$ cat src/rtl/hazard_ctrl_pkg.sv
// hazard_pkg: shared types and constants for the pipeline hazard controller.
// Used by forward_unit, hazard_ctrl and the hazard_ctrl_if interface users.

package hazard_pkg;

   // Hazard controller FSM: normal issue, or frozen behind a data-memory access
   typedef enum logic {
      RUN      = 1'b0,
      MEM_WAIT = 1'b1
   } hz_state_t;

   // EX-stage operand source select
   typedef enum logic [1:0] {
      FWD_RF = 2'b00,
      FWD_W  = 2'b01,
      FWD_M  = 2'b10
   } fwd_sel_t;

   // ResultSrc encoding that marks a load instruction
   localparam logic [1:0] RESULTSRC_LOAD = 2'b01;

   // Width of the memory-wait counter; MEM_TIMEOUT must fit in it (<= 31)
   localparam int WAIT_CNT_W = 5;

   // True when a stage writing rd can supply source register rs (x0 never matches)
   function automatic logic reg_match(input logic [4:0] rd,
                                      input logic       we,
                                      input logic [4:0] rs);
      return we && (rd != 5'd0) && (rd == rs);
   endfunction

endpackage

$ cat src/rtl/hazard_ctrl_if.sv
// hazard_ctrl_if: bundles the pipeline-side signals of the hazard controller.
// slave modport is used by hazard_ctrl; master modport by the pipeline driving it.

interface hazard_ctrl_if #(
   parameter int WIDTH = 32
);
   logic [4:0]       Rs1_D;
   logic [4:0]       Rs2_D;
   logic [4:0]       Rs1_E;
   logic [4:0]       Rs2_E;
   logic [4:0]       Rd_E;
   logic [1:0]       ResultSrc_E;
   logic             PCtaken_E;
   logic [4:0]       Rd_M;
   logic             RegWrite_M;
   logic             MemReq_M;
   logic             MemReady_M;
   logic [4:0]       Rd_W;
   logic             RegWrite_W;

   logic             Stall_F;
   logic             Stall_D;
   logic             Stall_E;
   logic             Stall_M;
   logic             Flush_D;
   logic             Flush_E;
   logic             Flush_W;
   logic [1:0]       ForwardA_E;
   logic [1:0]       ForwardB_E;
   logic             MemErr;
   logic [WIDTH-1:0] StallCnt;
   logic [WIDTH-1:0] FlushCnt;

   modport slave (
      input  Rs1_D, Rs2_D, Rs1_E, Rs2_E, Rd_E, ResultSrc_E, PCtaken_E,
             Rd_M, RegWrite_M, MemReq_M, MemReady_M, Rd_W, RegWrite_W,
      output Stall_F, Stall_D, Stall_E, Stall_M, Flush_D, Flush_E, Flush_W,
             ForwardA_E, ForwardB_E, MemErr, StallCnt, FlushCnt
   );

   modport master (
      output Rs1_D, Rs2_D, Rs1_E, Rs2_E, Rd_E, ResultSrc_E, PCtaken_E,
             Rd_M, RegWrite_M, MemReq_M, MemReady_M, Rd_W, RegWrite_W,
      input  Stall_F, Stall_D, Stall_E, Stall_M, Flush_D, Flush_E, Flush_W,
             ForwardA_E, ForwardB_E, MemErr, StallCnt, FlushCnt
   );

endinterface

$ cat src/rtl/hazard_ctrl_forward_unit.sv
// forward_unit: operand bypass select for one EX-stage source register.
// MEM-stage result is newer than WB, so it wins when both match.

module forward_unit
   import hazard_pkg::*;
(
   input  logic [4:0] rs_e,
   input  logic [4:0] rd_m,
   input  logic       regwrite_m,
   input  logic [4:0] rd_w,
   input  logic       regwrite_w,
   output fwd_sel_t   fwd_sel
);

   // Pick the youngest producer of rs_e, falling back to the register file
   always_comb begin
      fwd_sel = FWD_RF;
      if (reg_match(rd_m, regwrite_m, rs_e)) begin
         fwd_sel = FWD_M;
      end else if (reg_match(rd_w, regwrite_w, rs_e)) begin
         fwd_sel = FWD_W;
      end
   end

endmodule

$ cat src/rtl/hazard_ctrl.sv
// hazard_ctrl: stall/flush/forward control for the five-stage RV32I pipeline.
// Optional performance counters are built when HAZARD_PERF_EN is defined;
// otherwise StallCnt/FlushCnt are tied to zero and no counter flops exist.

module hazard_ctrl
   import hazard_pkg::*;
#(
   parameter int WIDTH       = 32,
   parameter int MEM_TIMEOUT = 16
) (
   input  logic         clk,
   input  logic         rst,
   hazard_ctrl_if.slave hz
);

   localparam logic [WAIT_CNT_W-1:0] TIMEOUT_C = WAIT_CNT_W'(MEM_TIMEOUT);
   localparam logic [WAIT_CNT_W-1:0] CNT_MAX_C = '1;

   hz_state_t             state_q, state_d;
   logic [WAIT_CNT_W-1:0] wait_cnt_q, wait_cnt_d;
   logic                  mem_err_q, mem_err_d;

   fwd_sel_t fwd_a, fwd_b;
   logic     mem_stall;
   logic     load_use;
   logic     stall_f, stall_d, stall_e, stall_m;
   logic     flush_d, flush_e, flush_w;

   forward_unit u_fwd_a (
      .rs_e       (hz.Rs1_E),
      .rd_m       (hz.Rd_M),
      .regwrite_m (hz.RegWrite_M),
      .rd_w       (hz.Rd_W),
      .regwrite_w (hz.RegWrite_W),
      .fwd_sel    (fwd_a)
   );

   forward_unit u_fwd_b (
      .rs_e       (hz.Rs2_E),
      .rd_m       (hz.Rd_M),
      .regwrite_m (hz.RegWrite_M),
      .rd_w       (hz.Rd_W),
      .regwrite_w (hz.RegWrite_W),
      .fwd_sel    (fwd_b)
   );

   // Hazard detection terms; load-use ignores x0 as the load destination
   always_comb begin
      mem_stall = hz.MemReq_M && !hz.MemReady_M;
      load_use  = (hz.ResultSrc_E == RESULTSRC_LOAD) && (hz.Rd_E != 5'd0) &&
                  ((hz.Rd_E == hz.Rs1_D) || (hz.Rd_E == hz.Rs2_D));
   end

   // FSM state, wait counter and sticky timeout flag (synchronous reset)
   always_ff @(posedge clk) begin
      if (rst) begin
         state_q    <= RUN;
         wait_cnt_q <= '0;
         mem_err_q  <= 1'b0;
      end else begin
         state_q    <= state_d;
         wait_cnt_q <= wait_cnt_d;
         mem_err_q  <= mem_err_d;
      end
   end

   // Next state and stall/flush outputs: reset > memory stall > branch > load-use
   always_comb begin
      state_d    = state_q;
      wait_cnt_d = wait_cnt_q;
      mem_err_d  = mem_err_q;
      stall_f    = 1'b0;
      stall_d    = 1'b0;
      stall_e    = 1'b0;
      stall_m    = 1'b0;
      flush_d    = 1'b0;
      flush_e    = 1'b0;
      flush_w    = 1'b0;

      if (rst) begin
         flush_d    = 1'b1;
         flush_e    = 1'b1;
         flush_w    = 1'b1;
         state_d    = RUN;
         wait_cnt_d = '0;
         mem_err_d  = 1'b0;
      end else if (mem_stall) begin
         stall_f = 1'b1;
         stall_d = 1'b1;
         stall_e = 1'b1;
         stall_m = 1'b1;
         flush_w = 1'b1;
         state_d = MEM_WAIT;
         if (state_q == RUN) begin
            wait_cnt_d = WAIT_CNT_W'(1);
         end else if (wait_cnt_q != CNT_MAX_C) begin
            wait_cnt_d = wait_cnt_q + WAIT_CNT_W'(1);
         end
         if (wait_cnt_d >= TIMEOUT_C) begin
            mem_err_d = 1'b1;
         end
      end else begin
         state_d    = RUN;
         wait_cnt_d = '0;
         if (state_q == RUN) begin
            if (hz.PCtaken_E) begin
               flush_d = 1'b1;
               flush_e = 1'b1;
            end else if (load_use) begin
               stall_f = 1'b1;
               stall_d = 1'b1;
               flush_e = 1'b1;
            end
         end
      end
   end

   // Drive the pipeline-facing outputs; forwarding is forced to the register file in reset
   always_comb begin
      hz.Stall_F    = stall_f;
      hz.Stall_D    = stall_d;
      hz.Stall_E    = stall_e;
      hz.Stall_M    = stall_m;
      hz.Flush_D    = flush_d;
      hz.Flush_E    = flush_e;
      hz.Flush_W    = flush_w;
      hz.ForwardA_E = rst ? FWD_RF : fwd_a;
      hz.ForwardB_E = rst ? FWD_RF : fwd_b;
      hz.MemErr     = mem_err_q;
   end

`ifdef HAZARD_PERF_EN
   logic [WIDTH-1:0] stall_cnt_q, stall_cnt_d;
   logic [WIDTH-1:0] flush_cnt_q, flush_cnt_d;

   // Count stall cycles and front-end flush cycles; Flush_W alone is not counted
   always_comb begin
      stall_cnt_d = stall_cnt_q;
      flush_cnt_d = flush_cnt_q;
      if (stall_f || stall_d || stall_e || stall_m) begin
         stall_cnt_d = stall_cnt_q + WIDTH'(1);
      end
      if (flush_d || flush_e) begin
         flush_cnt_d = flush_cnt_q + WIDTH'(1);
      end
   end

   // Counter registers; reset cycles clear rather than count
   always_ff @(posedge clk) begin
      if (rst) begin
         stall_cnt_q <= '0;
         flush_cnt_q <= '0;
      end else begin
         stall_cnt_q <= stall_cnt_d;
         flush_cnt_q <= flush_cnt_d;
      end
   end

   // Expose the counters
   always_comb begin
      hz.StallCnt = stall_cnt_q;
      hz.FlushCnt = flush_cnt_q;
   end
`else
   // Counters not built in this configuration
   always_comb begin
      hz.StallCnt = {WIDTH{1'b0}};
      hz.FlushCnt = {WIDTH{1'b0}};
   end
`endif

endmodule

$ cat src/flat_wrapper.sv
// flat-port wrapper written by rule: the top's interface ports become plain ports
module hazard_ctrl_flat import hazard_pkg::*;
#(
   parameter int WIDTH       = 32,
   parameter int MEM_TIMEOUT = 16
)
  (clk, rst, hz_Rs1_D, hz_Rs2_D, hz_Rs1_E, hz_Rs2_E, hz_Rd_E, hz_ResultSrc_E, hz_PCtaken_E, hz_Rd_M, hz_RegWrite_M, hz_MemReq_M, hz_MemReady_M, hz_Rd_W, hz_RegWrite_W, hz_Stall_F, hz_Stall_D, hz_Stall_E, hz_Stall_M, hz_Flush_D, hz_Flush_E, hz_Flush_W, hz_ForwardA_E, hz_ForwardB_E, hz_MemErr, hz_StallCnt, hz_FlushCnt);
  hazard_ctrl_if #(.WIDTH(WIDTH)) hz_i ();
  input  logic clk;
  input  logic rst;
  input wire logic [$bits(hz_i.Rs1_D)-1:0] hz_Rs1_D;
  input wire logic [$bits(hz_i.Rs2_D)-1:0] hz_Rs2_D;
  input wire logic [$bits(hz_i.Rs1_E)-1:0] hz_Rs1_E;
  input wire logic [$bits(hz_i.Rs2_E)-1:0] hz_Rs2_E;
  input wire logic [$bits(hz_i.Rd_E)-1:0] hz_Rd_E;
  input wire logic [$bits(hz_i.ResultSrc_E)-1:0] hz_ResultSrc_E;
  input wire logic [$bits(hz_i.PCtaken_E)-1:0] hz_PCtaken_E;
  input wire logic [$bits(hz_i.Rd_M)-1:0] hz_Rd_M;
  input wire logic [$bits(hz_i.RegWrite_M)-1:0] hz_RegWrite_M;
  input wire logic [$bits(hz_i.MemReq_M)-1:0] hz_MemReq_M;
  input wire logic [$bits(hz_i.MemReady_M)-1:0] hz_MemReady_M;
  input wire logic [$bits(hz_i.Rd_W)-1:0] hz_Rd_W;
  input wire logic [$bits(hz_i.RegWrite_W)-1:0] hz_RegWrite_W;
  output wire logic [$bits(hz_i.Stall_F)-1:0] hz_Stall_F;
  output wire logic [$bits(hz_i.Stall_D)-1:0] hz_Stall_D;
  output wire logic [$bits(hz_i.Stall_E)-1:0] hz_Stall_E;
  output wire logic [$bits(hz_i.Stall_M)-1:0] hz_Stall_M;
  output wire logic [$bits(hz_i.Flush_D)-1:0] hz_Flush_D;
  output wire logic [$bits(hz_i.Flush_E)-1:0] hz_Flush_E;
  output wire logic [$bits(hz_i.Flush_W)-1:0] hz_Flush_W;
  output wire logic [$bits(hz_i.ForwardA_E)-1:0] hz_ForwardA_E;
  output wire logic [$bits(hz_i.ForwardB_E)-1:0] hz_ForwardB_E;
  output wire logic [$bits(hz_i.MemErr)-1:0] hz_MemErr;
  output wire logic [$bits(hz_i.StallCnt)-1:0] hz_StallCnt;
  output wire logic [$bits(hz_i.FlushCnt)-1:0] hz_FlushCnt;
  assign hz_i.Rs1_D = hz_Rs1_D;
  assign hz_i.Rs2_D = hz_Rs2_D;
  assign hz_i.Rs1_E = hz_Rs1_E;
  assign hz_i.Rs2_E = hz_Rs2_E;
  assign hz_i.Rd_E = hz_Rd_E;
  assign hz_i.ResultSrc_E = hz_ResultSrc_E;
  assign hz_i.PCtaken_E = hz_PCtaken_E;
  assign hz_i.Rd_M = hz_Rd_M;
  assign hz_i.RegWrite_M = hz_RegWrite_M;
  assign hz_i.MemReq_M = hz_MemReq_M;
  assign hz_i.MemReady_M = hz_MemReady_M;
  assign hz_i.Rd_W = hz_Rd_W;
  assign hz_i.RegWrite_W = hz_RegWrite_W;
  assign hz_Stall_F = hz_i.Stall_F;
  assign hz_Stall_D = hz_i.Stall_D;
  assign hz_Stall_E = hz_i.Stall_E;
  assign hz_Stall_M = hz_i.Stall_M;
  assign hz_Flush_D = hz_i.Flush_D;
  assign hz_Flush_E = hz_i.Flush_E;
  assign hz_Flush_W = hz_i.Flush_W;
  assign hz_ForwardA_E = hz_i.ForwardA_E;
  assign hz_ForwardB_E = hz_i.ForwardB_E;
  assign hz_MemErr = hz_i.MemErr;
  assign hz_StallCnt = hz_i.StallCnt;
  assign hz_FlushCnt = hz_i.FlushCnt;
  hazard_ctrl #(.WIDTH(WIDTH), .MEM_TIMEOUT(MEM_TIMEOUT)) u_core (.clk(clk), .rst(rst), .hz(hz_i));
endmodule
$ cat config.mk
export PLATFORM = sky130hd
export DESIGN_NAME = hazard_ctrl_flat
export DESIGN_NICKNAME = d
export VERILOG_FILES = /design/src/rtl/hazard_ctrl_pkg.sv /design/src/rtl/hazard_ctrl_if.sv /design/src/rtl/hazard_ctrl_forward_unit.sv /design/src/rtl/hazard_ctrl.sv /design/src/flat_wrapper.sv
export SDC_FILE = /design/constraint.sdc
export NUM_CORES = 1
export LEC_CHECK = 0
export CAP_MARGIN = 25
export CORE_UTILIZATION = 28
export DETAILED_ROUTE_END_ITERATION = 6
export PLACE_DENSITY = 0.77
export SYNTH_ARGS = -nofsm -noshare
export SYNTH_HDL_FRONTEND = slang
export SYNTH_HIERARCHICAL = 1
export SYNTH_SLANG_ARGS = --single-unit
$ cat constraint.sdc
create_clock -name clk -period 1.6 [get_ports clk]
set_clock_uncertainty 0.1 [all_clocks]
set_input_delay 0.32 -clock clk [delete_from_list [all_inputs] [get_ports clk]]
set_output_delay 0.32 -clock clk [all_outputs]
set_load 0.01 [all_outputs]
==> out/qor.yml <==
cp-start-kind: "primary input"
path_clk_slew_ns: 0.04
hold_viol_final: 0
die_w_um: 69.6
fillers: 468
min_path_cells: 2
grt_use_total: 0.121
finalNetCount: 282
drive_gt1_frac: 0.369
hp-class: "reg -> reg"
maxSlewViolCount: 0
initial_core_util: 0.292
ys_types: 31
power_mw: 0.815
r2r_cells: 4
antennaDiodeCount: 0
async_flop_share: 0
cp-end-kind: "primary output"
die_area_um2: 4850
numCtsBuffers: 3
synth-seq-cells: 7
area_delta_synth_final_pct: 48.3
rows: 24
power_frac_seq: 0.220
dr.pass1.iters: 4
stdcell_count: 288
grt_use_met3: 0.0363
clk-insertion-delay-late_ns: 0.22
status: "complete, but fails checks"
reg2reg_to: "u_core/wait_cnt_q[0]"
core_um2: 4380
post-route-period-util: 1.20
die_y_um: 69.6
cts_root_buf: "clkbuf_8"
p_clk_frac: 0.300
grt_pass1_wl_mm: 4.69
post-dp-hpwl_mm: 2.36
clock-sinks: 7
vias_per_cell: 3.93
setup_slack_ns: -0.326
comb_power_share: 0.480
hold_slack_ns: 0.399
antenna_found_initial: 0
internal-power_mw: 0.533
gp_congestion: 0.739
grt_setup_unrepaired: "true"
ctsHoldBuffers: 0
htree_num_levels: 1
worst_hold_path.endpoint: "u_core/hz.MemErr"
grtUsageMet2: 0.248
power_density_nw_per_um2: 429
max_stage_delay_ns: 0.50
path_max_fanout: 2
drt_iter0_markers: 18
synthesis.area_um2: 1280
synth-main-ff-cell: "dfxtp_1"
met1_usage: 0.112
route.detailed.drc: 0
finalSetupViolCount: 7
synth_cells: 161
period_minus_slack_ns: 1.93
yosysWarnings: 6
switching_power_mw: 0.282
ant_nets: 0
detail_route.wl_per_cell_um: 10.4
finalSetupTns_ns: -1.65
first_global_vias: 1091
top_usage_layer: "met2"
grt_remaining_overflow: 0
io_buffers: 55
r2r-start: "u_core/wait_cnt_q[0]"
slowest_stage: "or4_4"
final_cell_mix: "conb_1 (64), buf_2 (18), dlygate4sd2_1 (17), xor2_1 (17), buf_4 (13)"
cap_violations: 0
cp.arrival_ns: 1.51
leakage_nw: 0.952
synth_top_area_frac: 0.387
violations: "negative setup slack"
fmax_ghz: 0.519
grt_max_degree: 7
hold_start: "u_core/hz.MemErr"
peakVddDrop_mv: 0.239
syn_area_per_cell_um2: 7.95
seq_area_frac_synth: 0.109
r2r_slack_ns: 0.29
cts_tree: "yes"
fin_util: 0.433
synth_edf_count: 0
clock_path_buffers: 2
switching_share: 0.346
vias: 1132
path_class: "in -> out"
dp_cells: 277
yosys-top-cells-area: "buf_4 (39%), xor2_1 (12%), dfxtp_1 (11%)"
io_pins: 120
crit_required_ns: 1.18
worstPathCellList: "buf_8 > buf_6 > or4_4 > o21ai_2 > buf_4 > o41ai_4 > buf_2"
wl_mm: 3.00
yosys.area.top_type: "buf_4"
mostFrequentLayoutCell: "conb_1"
==> worst max-delay path by stage <==
stage,from,end,slack [ns]
2_1_floorplan,hz_Rd_E[1],hz_Stall_F,-0.17
3_5_place_dp,hz_Rd_E[1],hz_Stall_F,-1.07
4_1_cts,hz_Rd_E[4],hz_Stall_F,-0.38
6_report,hz_Rd_E[4],hz_Stall_F,-0.33
5_1_grt,hz_ResultSrc_E[1],hz_Stall_F,-0.38
3_3_place_gp,hz_Rd_E[1],hz_Stall_F,-1.06
==> metrics by stage <==
step | setup WS [ns] | cell area (µm²)
floorplan | -0.174 | 1540
global placement | -1.06 | 1750
detailed placement | -1.07 | 1750
CTS | -0.379 | 1850
global route | -0.382 | 1900
finish | -0.326 | 1900
==> metal layers <==
layer,vias up,wire [µm]
met4,0,27
li1,554,-
met2,74,1690
met5,-,0
met3,4,269
met1,500,1010
==> repair_timing <==
item                                    CTS  global route
gates resized for setup                 181            19
endpoints found under the setup margin   16            10
buffers inserted                          5             2
pin swaps                                37             6
==> Yosys cell counts (all sizes together) (2+ instances only) <==
cell / count
dfxtp: 7
nor3: 8
xnor2: 12
nand2b: 3
nor2: 6
nor4: 2
buf: 66
inv: 3
nand3: 5
o41ai: 3
a211oi: 2
nor2b: 4
nand2: 5
a21oi: 5
xor2: 17
==> cells by family (layout without fill, tap and decap cells) <==
kind of cell / Yosys count / count (layout) / share of synthesized area
XOR/XNOR: 29 / 29 / 0.198
adder cells (fa/ha/maj): 1 / 1 / 0.00977
AO/OA/AOI/OAI: 16 / 16 / 0.107
buffers and inverters: 69 / 81 / 0.396
other: 1 / 64 / 0.00293
flip-flops: 7 / 7 / 0.109
AND/OR/NAND/NOR: 37 / 37 / 0.169
multiplexers: 1 / 1 / 0.00782
==> sequential cells by signal, summed over array words and instances (netlist names) <==
| signal | cells |
|---|---|
| u_core/hz.MemErr | 1 |
| u_core/wait_cnt_q | 5 |
| u_core/state_q | 1 |
==> critical path, delay by kind of cell <==
| kind | cells | cell delay, ns |
|---|---|---|
| buffers and inverters | 4 | 0.46 |
| AND/OR/NAND/NOR | 1 | 0.50 |
| AO/OA/AOI/OAI | 2 | 0.21 |
==> power by group through the flow <==
| stage | Clock, mW | Combinational (mW) | Sequential (mW) |
|---|---|---|---|
| after CTS | 0.251 | 0.372 | 0.179 |
| after detailed placement | 0 | 0.369 | 0.182 |
| after global placement | 0 | 0.364 | 0.182 |
| after global routing | 0.259 | 0.424 | 0.179 |
| after floorplan | 0 | 0.290 | 0.182 |
| final | 0.244 | 0.391 | 0.179 |
==> area by class of cell <==
class,count,area [µm²],share of cell area
multi-input combinational,148,995,0.524
clock buffer,4,45.0,0.0237
sequential,7,140,0.0738
inverter,3,11.3,0.00593
tap,52,65.1,0.0343
timing repair buffer,74,642,0.338
Note: power is estimated with default switching activity, not from simulation.
